File: config.mk
export PLATFORM = sky130hd
export DESIGN_NAME = gcd_host
export DESIGN_NICKNAME = d
export VERILOG_FILES = /design/src/rtl/gcd_host.sv
export SDC_FILE = /design/constraint.sdc
export NUM_CORES = 1
export LEC_CHECK = 0
export BUFFER_PORTS_ARGS = -buffer_cell sky130_fd_sc_hd__buf_4
export CAP_MARGIN = 0
export CORE_ASPECT_RATIO = 0.9
export CORE_UTILIZATION = 42
export CTS_CLUSTER_SIZE = 12
export DETAILED_ROUTE_END_ITERATION = 10
export PLACE_DENSITY = 0.69
export SKIP_LAST_GASP = 1
export SYNTH_ARGS = -nofsm -noshare
export SYNTH_HDL_FRONTEND = slang
export SYNTH_SLANG_ARGS = --single-unit
File: constraint.sdc
create_clock -name clk -period 1.8 [get_ports clk]
set_clock_uncertainty 0.05 [all_clocks]
set_input_delay 0.36 -clock clk [delete_from_list [all_inputs] [get_ports clk]]
set_output_delay 0.36 -clock clk [all_outputs]
set_load 0.005 [all_outputs]
File: src/rtl/gcd_host.sv
// Synthesizable initiator for one gcd core: accepts operand pairs, sequences the
// core's load/run phases under a timeout, and returns the result on a valid/ready channel.
module gcd_host #(
  parameter int unsigned WIDTH       = 8,
  parameter int unsigned LOAD_CYCLES = 2,
  parameter int unsigned TIMEOUT     = 1023
) (
  input  logic             clk,
  input  logic             rst_n,
  input  logic             in_valid,
  output logic             in_ready,
  input  logic [WIDTH-1:0] in_a,
  input  logic [WIDTH-1:0] in_b,
  output logic             core_rst,
  output logic [WIDTH-1:0] core_a,
  output logic [WIDTH-1:0] core_b,
  input  logic [WIDTH-1:0] core_ret,
  input  logic             core_done,
  output logic             out_valid,
  input  logic             out_ready,
  output logic [WIDTH-1:0] out_ret,
  output logic             out_timeout
);

  // One shared counter; it never needs to exceed the larger of the two limits minus one.
  localparam int unsigned CNT_MAX = (TIMEOUT > LOAD_CYCLES) ? TIMEOUT : LOAD_CYCLES;
  localparam int unsigned CW      = (CNT_MAX > 1) ? $clog2(CNT_MAX) : 1;

  typedef enum logic [1:0] {IDLE, LOAD, RUN, RESP} state_t;

  state_t           state, state_d;
  logic [CW-1:0]    cnt, cnt_d;
  logic [WIDTH-1:0] core_a_d, core_b_d, out_ret_d;
  logic             out_timeout_d;

  // Next-state and next-output decode.
  always_comb begin
    state_d       = state;
    cnt_d         = cnt;
    core_a_d      = core_a;
    core_b_d      = core_b;
    out_ret_d     = out_ret;
    out_timeout_d = out_timeout;
    case (state)
      IDLE: begin
        if (in_valid && in_ready) begin
          core_a_d = in_a;
          core_b_d = in_b;
          if ((in_a == '0) || (in_b == '0)) begin
            out_ret_d     = in_a | in_b;
            out_timeout_d = 1'b0;
            state_d       = RESP;
          end else begin
            cnt_d   = '0;
            state_d = LOAD;
          end
        end
      end
      LOAD: begin
        cnt_d = cnt + CW'(1);
        if (cnt == CW'(LOAD_CYCLES - 1)) begin
          cnt_d   = '0;
          state_d = RUN;
        end
      end
      RUN: begin
        cnt_d = cnt + CW'(1);
        if (core_done) begin
          out_ret_d     = core_ret;
          out_timeout_d = 1'b0;
          state_d       = RESP;
        end else if (cnt == CW'(TIMEOUT - 1)) begin
          out_ret_d     = '0;
          out_timeout_d = 1'b1;
          state_d       = RESP;
        end
      end
      RESP: begin
        if (out_ready) state_d = IDLE;
      end
      default: state_d = IDLE;
    endcase
  end

  // Handshake and core-control outputs are registered decodes of the next state.
  always_ff @(posedge clk or negedge rst_n) begin
    if (!rst_n) begin
      state       <= IDLE;
      cnt         <= '0;
      in_ready    <= 1'b0;
      core_rst    <= 1'b1;
      core_a      <= '0;
      core_b      <= '0;
      out_valid   <= 1'b0;
      out_ret     <= '0;
      out_timeout <= 1'b0;
    end else begin
      state       <= state_d;
      cnt         <= cnt_d;
      in_ready    <= (state_d == IDLE);
      core_rst    <= (state_d != RUN);
      core_a      <= core_a_d;
      core_b      <= core_b_d;
      out_valid   <= (state_d == RESP);
      out_ret     <= out_ret_d;
      out_timeout <= out_timeout_d;
    end
  end

endmodule
==> results of run 1 <==
==> flip-flops by register name, summed over array words and instances (netlist names) <==
register / flops
core_rst: 1
core_a: 8
out_timeout: 1
out_valid: 1
core_b: 8
cnt: 10
in_ready: 1
state: 2
out_ret: 8
==> critical path, delay by kind of cell, from the launching register on <==
family | cells | cell delay, ns
AO/OA/AOI/OAI | 2 | 0.50
adder cells (fa/ha/maj) | 1 | 0.19
buffers and inverters | 2 | 0.21
flip-flops | 1 | 0.39
AND/OR/NAND/NOR | 2 | 0.39
==> cells in the mapped netlist, drive strengths merged <==
| master | n | area, sq um |
|---|---|---|
| clkbuf | 5 | 18.77 |
| and2 | 2 | 12.51 |
| nand2b | 2 | 12.51 |
| nand3 | 9 | 45.04 |
| dfstp | 1 | 26.28 |
| inv | 10 | 37.54 |
| and3 | 1 | 11.26 |
| a21oi | 2 | 13.76 |
| o311ai | 1 | 8.760 |
| o32ai | 1 | 27.53 |
| buf | 3 | 33.78 |
| o31ai | 7 | 52.55 |
| nor4b | 1 | 8.760 |
| a2bb2oi | 1 | 8.760 |
| mux2 | 8 | 90.09 |
| dfrtp | 39 | 975.9 |
| or2 | 1 | 6.260 |
| o41ai | 1 | 16.27 |
| ha | 8 | 100.1 |
| nor4 | 4 | 25.02 |
| o221ai | 1 | 8.760 |
| nand4 | 3 | 18.77 |
| nand2 | 63 | 236.5 |
| a31oi | 2 | 12.51 |
| nor2b | 2 | 12.51 |
| a41o | 1 | 10.01 |
| nand3b | 1 | 7.510 |
| o211ai | 2 | 15.01 |
| and4 | 1 | 8.760 |
| a22oi | 1 | 7.510 |
| a21o | 1 | 7.510 |
| nor3 | 1 | 5.000 |
| nor2 | 19 | 73.82 |
| o21ai | 21 | 105.1 |
| a32oi | 1 | 8.760 |
==> final cells by class <==
class	instances	area share [%]
tap	62	2.459
timing repair buffer	105	26.10
multi-input combinational	169	35.46
sequential	40	31.77
clock buffer	6	2.618
clock inverter	2	0.3173
inverter	10	1.269
==> layer usage <==
layer	part of all wire, %	vias up
li1	-	989
met1	48	944
met2	47	43
met3	4.3	5
met4	0.70	0
met5	0	-
==> placed cells by master, fill, tap and decap left out, types with 4 or more instances in the layout <==
cell	netlist	layout
sky130_fd_sc_hd__mux2_4	0	8
sky130_fd_sc_hd__o21ai_1	0	9
sky130_fd_sc_hd__inv_1	10	7
sky130_fd_sc_hd__nor4_1	4	4
sky130_fd_sc_hd__nand2_1	63	63
sky130_fd_sc_hd__o31ai_1	7	4
sky130_fd_sc_hd__ha_1	8	5
sky130_fd_sc_hd__o21ai_0	21	9
sky130_fd_sc_hd__nand3_1	9	8
sky130_fd_sc_hd__buf_6	3	6
sky130_fd_sc_hd__buf_4	0	98
sky130_fd_sc_hd__nor2_1	18	17
sky130_fd_sc_hd__dfrtp_1	39	39
sky130_fd_sc_hd__clkbuf_8	0	6
==> per-stage QoR <==
stage	cells	util, %	setup TNS (ns)
after floorplan	227	-	-0.02811
after global placement	382	62.61	-1.039
after detailed placement	382	62.61	-1.207
after CTS	395	66.93	0
after global routing	394	68.51	-0.5155
final	394	68.51	-0.001051
==> cell families (layout without fill, tap and decap cells) <==
kind of cell,after synthesis,after routing,synth area share (%)
AO/OA/AOI/OAI,43,43,14.63
adder cells (fa/ha/maj),8,8,4.837
buffers and inverters,18,123,4.353
flip-flops,40,40,48.43
multiplexers,8,8,4.353
AND/OR/NAND/NOR,110,110,23.40
==> power by group through the flow <==
stage	clock [W]	sequential (W)	combinational [W]
final	0.000609	0.00145	0.00254
after global routing	0.000668	0.00150	0.00278
after CTS	0.000616	0.00144	0.00235
after detailed placement	0	0.00146	0.00218
after global placement	0	0.00145	0.00215
after floorplan	0	0.00148	0.00106
==> worst max-delay path by stage <==
stage                       endpoint  slack, ns  depth (start not counted)
after floorplan               cnt[4]      -0.03                          8
after global placement    out_ret[3]      -0.09                          6
after detailed placement  out_ret[4]      -0.11                          6
after CTS                 out_ret[2]      0.005                          7
after global routing          cnt[7]      -0.08                          7
final                         cnt[4]     -0.001                          7
==> timing repair <==
item	CTS	global route
resized for setup	15	28
setup buffers	6	0
endpoints found under the setup margin	20	20
pin swaps	4	5
hold buffers	0	0
==> run metrics, run 1 <==
r2r endpoint=cnt[4]; number of filler instances in the final layout=379; Initial Utilization=44.95%; final-stage net count=368; Diodes inserted=0; Final min period=roughly 1.8 ns; internal power component=0.002948 W; total count of hold-check failures in the final report=39; Overall Global Routing Usage=22.76%; syn_area_per_cell=about 9.1 sq um; start point of the critical path=cnt[1]; Final GP Congestion=0.7759; fraction of power consumed by sequential logic=about a third; Port Buf Inserts=56; number of H-tree levels=2; total power=0.004605 W; Final Slew Violations=0; average detailed-routed wire length per instance=14.14 microns; overflow left after global routing=0; Req. time, crit path=1.96 ns; crit path launch type=flop; synthesized instance count=between 200 and 250; chip width=75.99 microns; CP Data Arrival Time=1.96 ns; total clock buffers created by CTS=5; number of standard-cell rows in the floorplan=23; proportion of total power due to net switching=between 30% and 40%; area growth from synthesis to final layout=52.42%; via count of the first global-routing pass=1908; half-perimeter wire length after detailed placement=slightly above 4000 microns; clock network fraction of design power=13.2%; Max VDD drop=953.6 uV; die footprint=5213 sq um; worst-path fanout max=5; DR iter-0 viols=102; share of final-layout standard cells stronger than drive strength 1=43.67%; share of total power in combinational logic=between 50% and 60%; Die Span Y=around 69 microns; fmax=555.2 MHz; total DRC errors in the routed layout=0; delay of the slowest cell on the worst path=0.39 ns; Design Area, Final=3154 sq um; Rel. slew slack=67.27%; number of distinct library cells after synthesis=37; worst reg-to-reg setup slack=-0.001 ns; placeable core region=4604 sq um; post-synthesis instance area=2069 sq um; post-route worst hold slack=-0.02507 ns; Clock Sinks=40; count of cells along the worst register-to-register path=7; sequential share of the synthesized area=48.43%; Max-cap violations=0; static leakage power=1.584 nW; violations in the final reports=negative hold slack, negative setup slack; met3 demand-to-capacity share in global routing=5.000%; cell-by-cell listing of the critical path=inv_1 > ha_2 > nor4b_4 > a41o_1 > or2_1 > buf_6 > o31ai_2; setup repair after global routing missed its margin=true; area taken by flip-flops and latches=1002 sq um; pin count of the biggest net entering global routing=41; vias per cell=5.028; category of the worst setup path capture point=flop; clock latency on the worst-skew pair=approximately 0.29 ns; Worst path slowest cell=sky130_fd_sc_hd__dfrtp_1; met2 usage in global routing=37.39%; IO Count=57; Tightest Pin Transition=0.4910 ns; Most Used Layer, Global Route=met2; crit share post-route=100.1%; met1 Track Usage GR=a little under a third; worst slack, placed=-0.1142 ns; Worst Setup Path Type=flop to flop; least setup slack across all paths after layout=-0.001051 ns; global-route wire length before repair=9101 microns; synthesized netlist net count=264; type of the most critical hold path=primary input to asynchronous set/reset pin; number of synthesis warnings=0; largest buffer count on any clock path=2; total via count after detailed routing=1981; number of flip-flops and latches in the synthesized netlist=40; antenna violations before repair=0; clock tree from TritonCTS=built; drt total wl=5570 microns; total of endpoints with negative setup slack in the final report=1; multi-input logic area=around 1100 sq um; startpoint of the worst-slack reg-to-reg timing path=cnt[1]; clock transition time at the flip-flop clock pins of the worst setup and hold paths=0.08 ns; Detailed Routing Iterations Pass 1=4; outcome=finished with violations; cell area power density=1460 nW/um^2; Clock Root Buffer=sky130_fd_sc_hd__clkbuf_8; Net Sw Power=approximately 0.0017 W; antenna viol nets, final=0; Placement Cell Area=2883 sq um
Power figures use the tool's default switching activity.
==> inputs of run 2 (changes only) <==
--- a/config.mk
+++ b/config.mk
@@ -11,6 +11,7 @@
 export CORE_UTILIZATION = 42
 export CTS_CLUSTER_SIZE = 12
 export DETAILED_ROUTE_END_ITERATION = 10
+export HOLD_SLACK_MARGIN = 0.1
 export PLACE_DENSITY = 0.69
 export SKIP_LAST_GASP = 1
 export SYNTH_ARGS = -nofsm -noshare
==> run 2 against run 1 <==
Effect of this change: the flow finishes with violations (negative setup slack); count of clock-buffer cells in the layout is the same; worst hold slack gained 0.26 ns; clock power is essentially flat; power is essentially flat; highest routed layer unchanged; first-iteration DRC count shrank 13%; sequential power is essentially flat.
==> run metrics, run 2 (synthesized netlist as in run 1, its figures left out) <==
half-perimeter wire length after detailed placement=4076 microns (unchanged); Worst path slowest cell=sky130_fd_sc_hd__dfrtp_1; Largest register FFs=10 (unchanged); crit path launch type=flop; proportion of total power due to net switching=35.98% (about the same); total DRC errors in the routed layout=0 (unchanged); total power=0.004606 W (about the same); setup repair after global routing missed its margin=true; Rel. slew slack=67.27% (about the same); Initial Utilization=44.95% (unchanged); Bufs and invs on worst path=2 (unchanged); Port Buf Inserts=56 (unchanged); outcome=finished with violations; area growth from synthesis to final layout=52.90%; overflow left after global routing=0 (unchanged); average detailed-routed wire length per instance=14.11 microns (-0.18%); static leakage power=1.588 nW (+0.26%); Net Sw Power=0.001657 W (about the same); drt total wl=5574 microns (about the same); Die Span Y=68.60 microns (unchanged); category of the worst setup path capture point=flop; cell-by-cell listing of the critical path=inv_1 > ha_2 > nor4b_4 > a41o_1 > or2_1 > buf_6 > o31ai_2; fraction of power consumed by sequential logic=31.5% (about the same); leading cell types in the layout, fill and taps excluded=sky130_fd_sc_hd__buf_4 (98), sky130_fd_sc_hd__nand2_1 (63), sky130_fd_sc_hd__dfrtp_1 (39); clock tree from TritonCTS=built; Clock Root Buffer=sky130_fd_sc_hd__clkbuf_8; Tightest Pin Transition=0.4910 ns (-0.00001574 ns); largest buffer count on any clock path=2 (unchanged); Placement Cell Area=2883 sq um (unchanged); placeable core region=4604 sq um (unchanged); number of H-tree levels=2 (unchanged); Detailed Routing Iterations Pass 1=4 (unchanged); Diodes inserted=0 (unchanged); antenna viol nets, final=0 (unchanged); internal power component=0.002949 W (about the same); pin count of the biggest net entering global routing=41 (unchanged); IO Count=57 (unchanged); Final GP Congestion=0.7759 (unchanged); least setup slack across all paths after layout=-0.001107 ns (-0.00005573 ns); via count of the first global-routing pass=1908 (unchanged); type of the most critical hold path=primary input to flop; crit share post-route=100.1% (about the same); share of total power in combinational logic=55.3% (about the same); share of final-layout standard cells stronger than drive strength 1=43.54% (-0.13 points); chip width=75.99 microns (unchanged); clock latency on the worst-skew pair=0.29 ns (about the same); total count of hold-check failures in the final report=0 (-100%); number of standard-cell rows in the floorplan=23 (unchanged); violations in the final reports=negative setup slack; Clock Sinks=40 (unchanged); Final min period=1.801 ns (+0.00005573 ns); worst-path fanout max=5 (unchanged); total clock buffers created by CTS=5 (unchanged); cell area power density=1456 nW/um^2 (-0.28%); final-stage net count=369 (+0.27%); Design Area, Final=3164 sq um (+0.32%); DR iter-0 viols=89 (-13%); die footprint=5213 sq um (unchanged); Req. time, crit path=1.96 ns (about the same); Max VDD drop=955.8 uV (+0.23%); Largest Register=cnt; clock network fraction of design power=13.2% (about the same); clock transition time at the flip-flop clock pins of the worst setup and hold paths=0.08 ns (about the same); CP Data Arrival Time=1.96 ns (about the same); Worst Setup Path Type=flop to flop; Max-cap violations=0 (unchanged); total of endpoints with negative setup slack in the final report=1 (unchanged); global-route wire length before repair=9114 microns (+0.14%); delay of the slowest cell on the worst path=0.39 ns (about the same); fmax=555.2 MHz (about the same); antenna violations before repair=0 (unchanged); most frequent standard cell in the layout excluding fill and tap cells=sky130_fd_sc_hd__buf_4; dominant delay contributor by cell family on the critical path=compound AO/OA/AOI/OAI gates; vias per cell=5.020 (-0.15%); Final Slew Violations=0 (unchanged); total via count after detailed routing=1983 (+0.10%); Overall Global Routing Usage=22.79% (+0.030 points)
[run 2: cell types whose count changed in the layout (fill, tap and decap cells not counted)]
| cell | before | now |
|---|---|---|
| sky130_fd_sc_hd__dlygate4sd3_1 | 0 | 1 |
[run 2: worst paths after layout]
check | to | slack [ns] | from | cells past startpoint
setup / recovery | cnt[4] | -0.001 | cnt[1] | 7
hold / removal | core_a[7] | 0.23 | in_a[7] | 3
setup reg to reg | cnt[4] | -0.001 | cnt[1] | 7
hold reg to reg | core_b[5] | 0.43 | core_b[5] | 2
max in group asynchronous | core_rst | 0.83 | rst_n | 2
min in group asynchronous | state[1] | 0.52 | rst_n | 2
[run 2: cell type report]
class | count | area, sq um
Fill cell | 377 | 1440
Multi-Input combinational cell | 169 | 1119
Sequential cell | 40 | 1002
Timing Repair Buffer | 106 | 833.3
Clock buffer | 6 | 82.58
Tap cell | 62 | 77.57
Inverter | 10 | 40.04
Clock inverter | 2 | 10.01
[run 2: worst reg2reg max path, stage by stage (launching register included)]
cell and delay, ns:
sky130_fd_sc_hd__dfrtp_1 0.39, sky130_fd_sc_hd__inv_1 0.07, sky130_fd_sc_hd__ha_2 0.19, sky130_fd_sc_hd__nor4b_4 0.13, sky130_fd_sc_hd__a41o_1 0.28, sky130_fd_sc_hd__or2_1 0.26
sky130_fd_sc_hd__buf_6 0.14, sky130_fd_sc_hd__o31ai_2 0.22
[run 2: timing repair]
item,4_1_cts,5_1_grt
endpoints found under the hold margin,39,0
pin swaps,4,5
buffers inserted,6,0
resized for setup,15,28
hold buffers,1,0
setup endpoints to repair,20,20
[run 2: through the flow]
stage / util (%) / worst slack, ns / TNS (ns) / hold WS [ns] / std cells
detailed placement: 62.61 / -0.1142 / -1.207 / 0.3133 / 382
global placement: 62.61 / -0.08586 / -1.039 / 0.3199 / 382
CTS: 67.15 / 0.005470 / 0 / 0.2347 / 396
global route: 68.72 / -0.08493 / -0.5155 / 0.2504 / 395
finish: 68.72 / -0.001107 / -0.001107 / 0.2336 / 395
floorplan: - / -0.02811 / -0.02811 / 0.01441 / 227
[run 2: power by group through the flow]
stage | Clock [W] | Sequential (W) | Combinational (W)
after floorplan | 0 | 0.00148 | 0.00106
after global placement | 0 | 0.00145 | 0.00215
after detailed placement | 0 | 0.00146 | 0.00218
after CTS | 0.000616 | 0.00144 | 0.00235
after global routing | 0.000668 | 0.00150 | 0.00278
final | 0.000609 | 0.00145 | 0.00255
[run 2: routing by layer]
metal | global-route usage, % | vias up | part of all wire (%)
met5 | 0 | - | 0
li1 | - | 991 | -
met3 | 5.000 | 5 | 4.2
met2 | 37.39 | 43 | 47
met4 | 5.769 | 0 | 0.70
met1 | 31.14 | 944 | 48
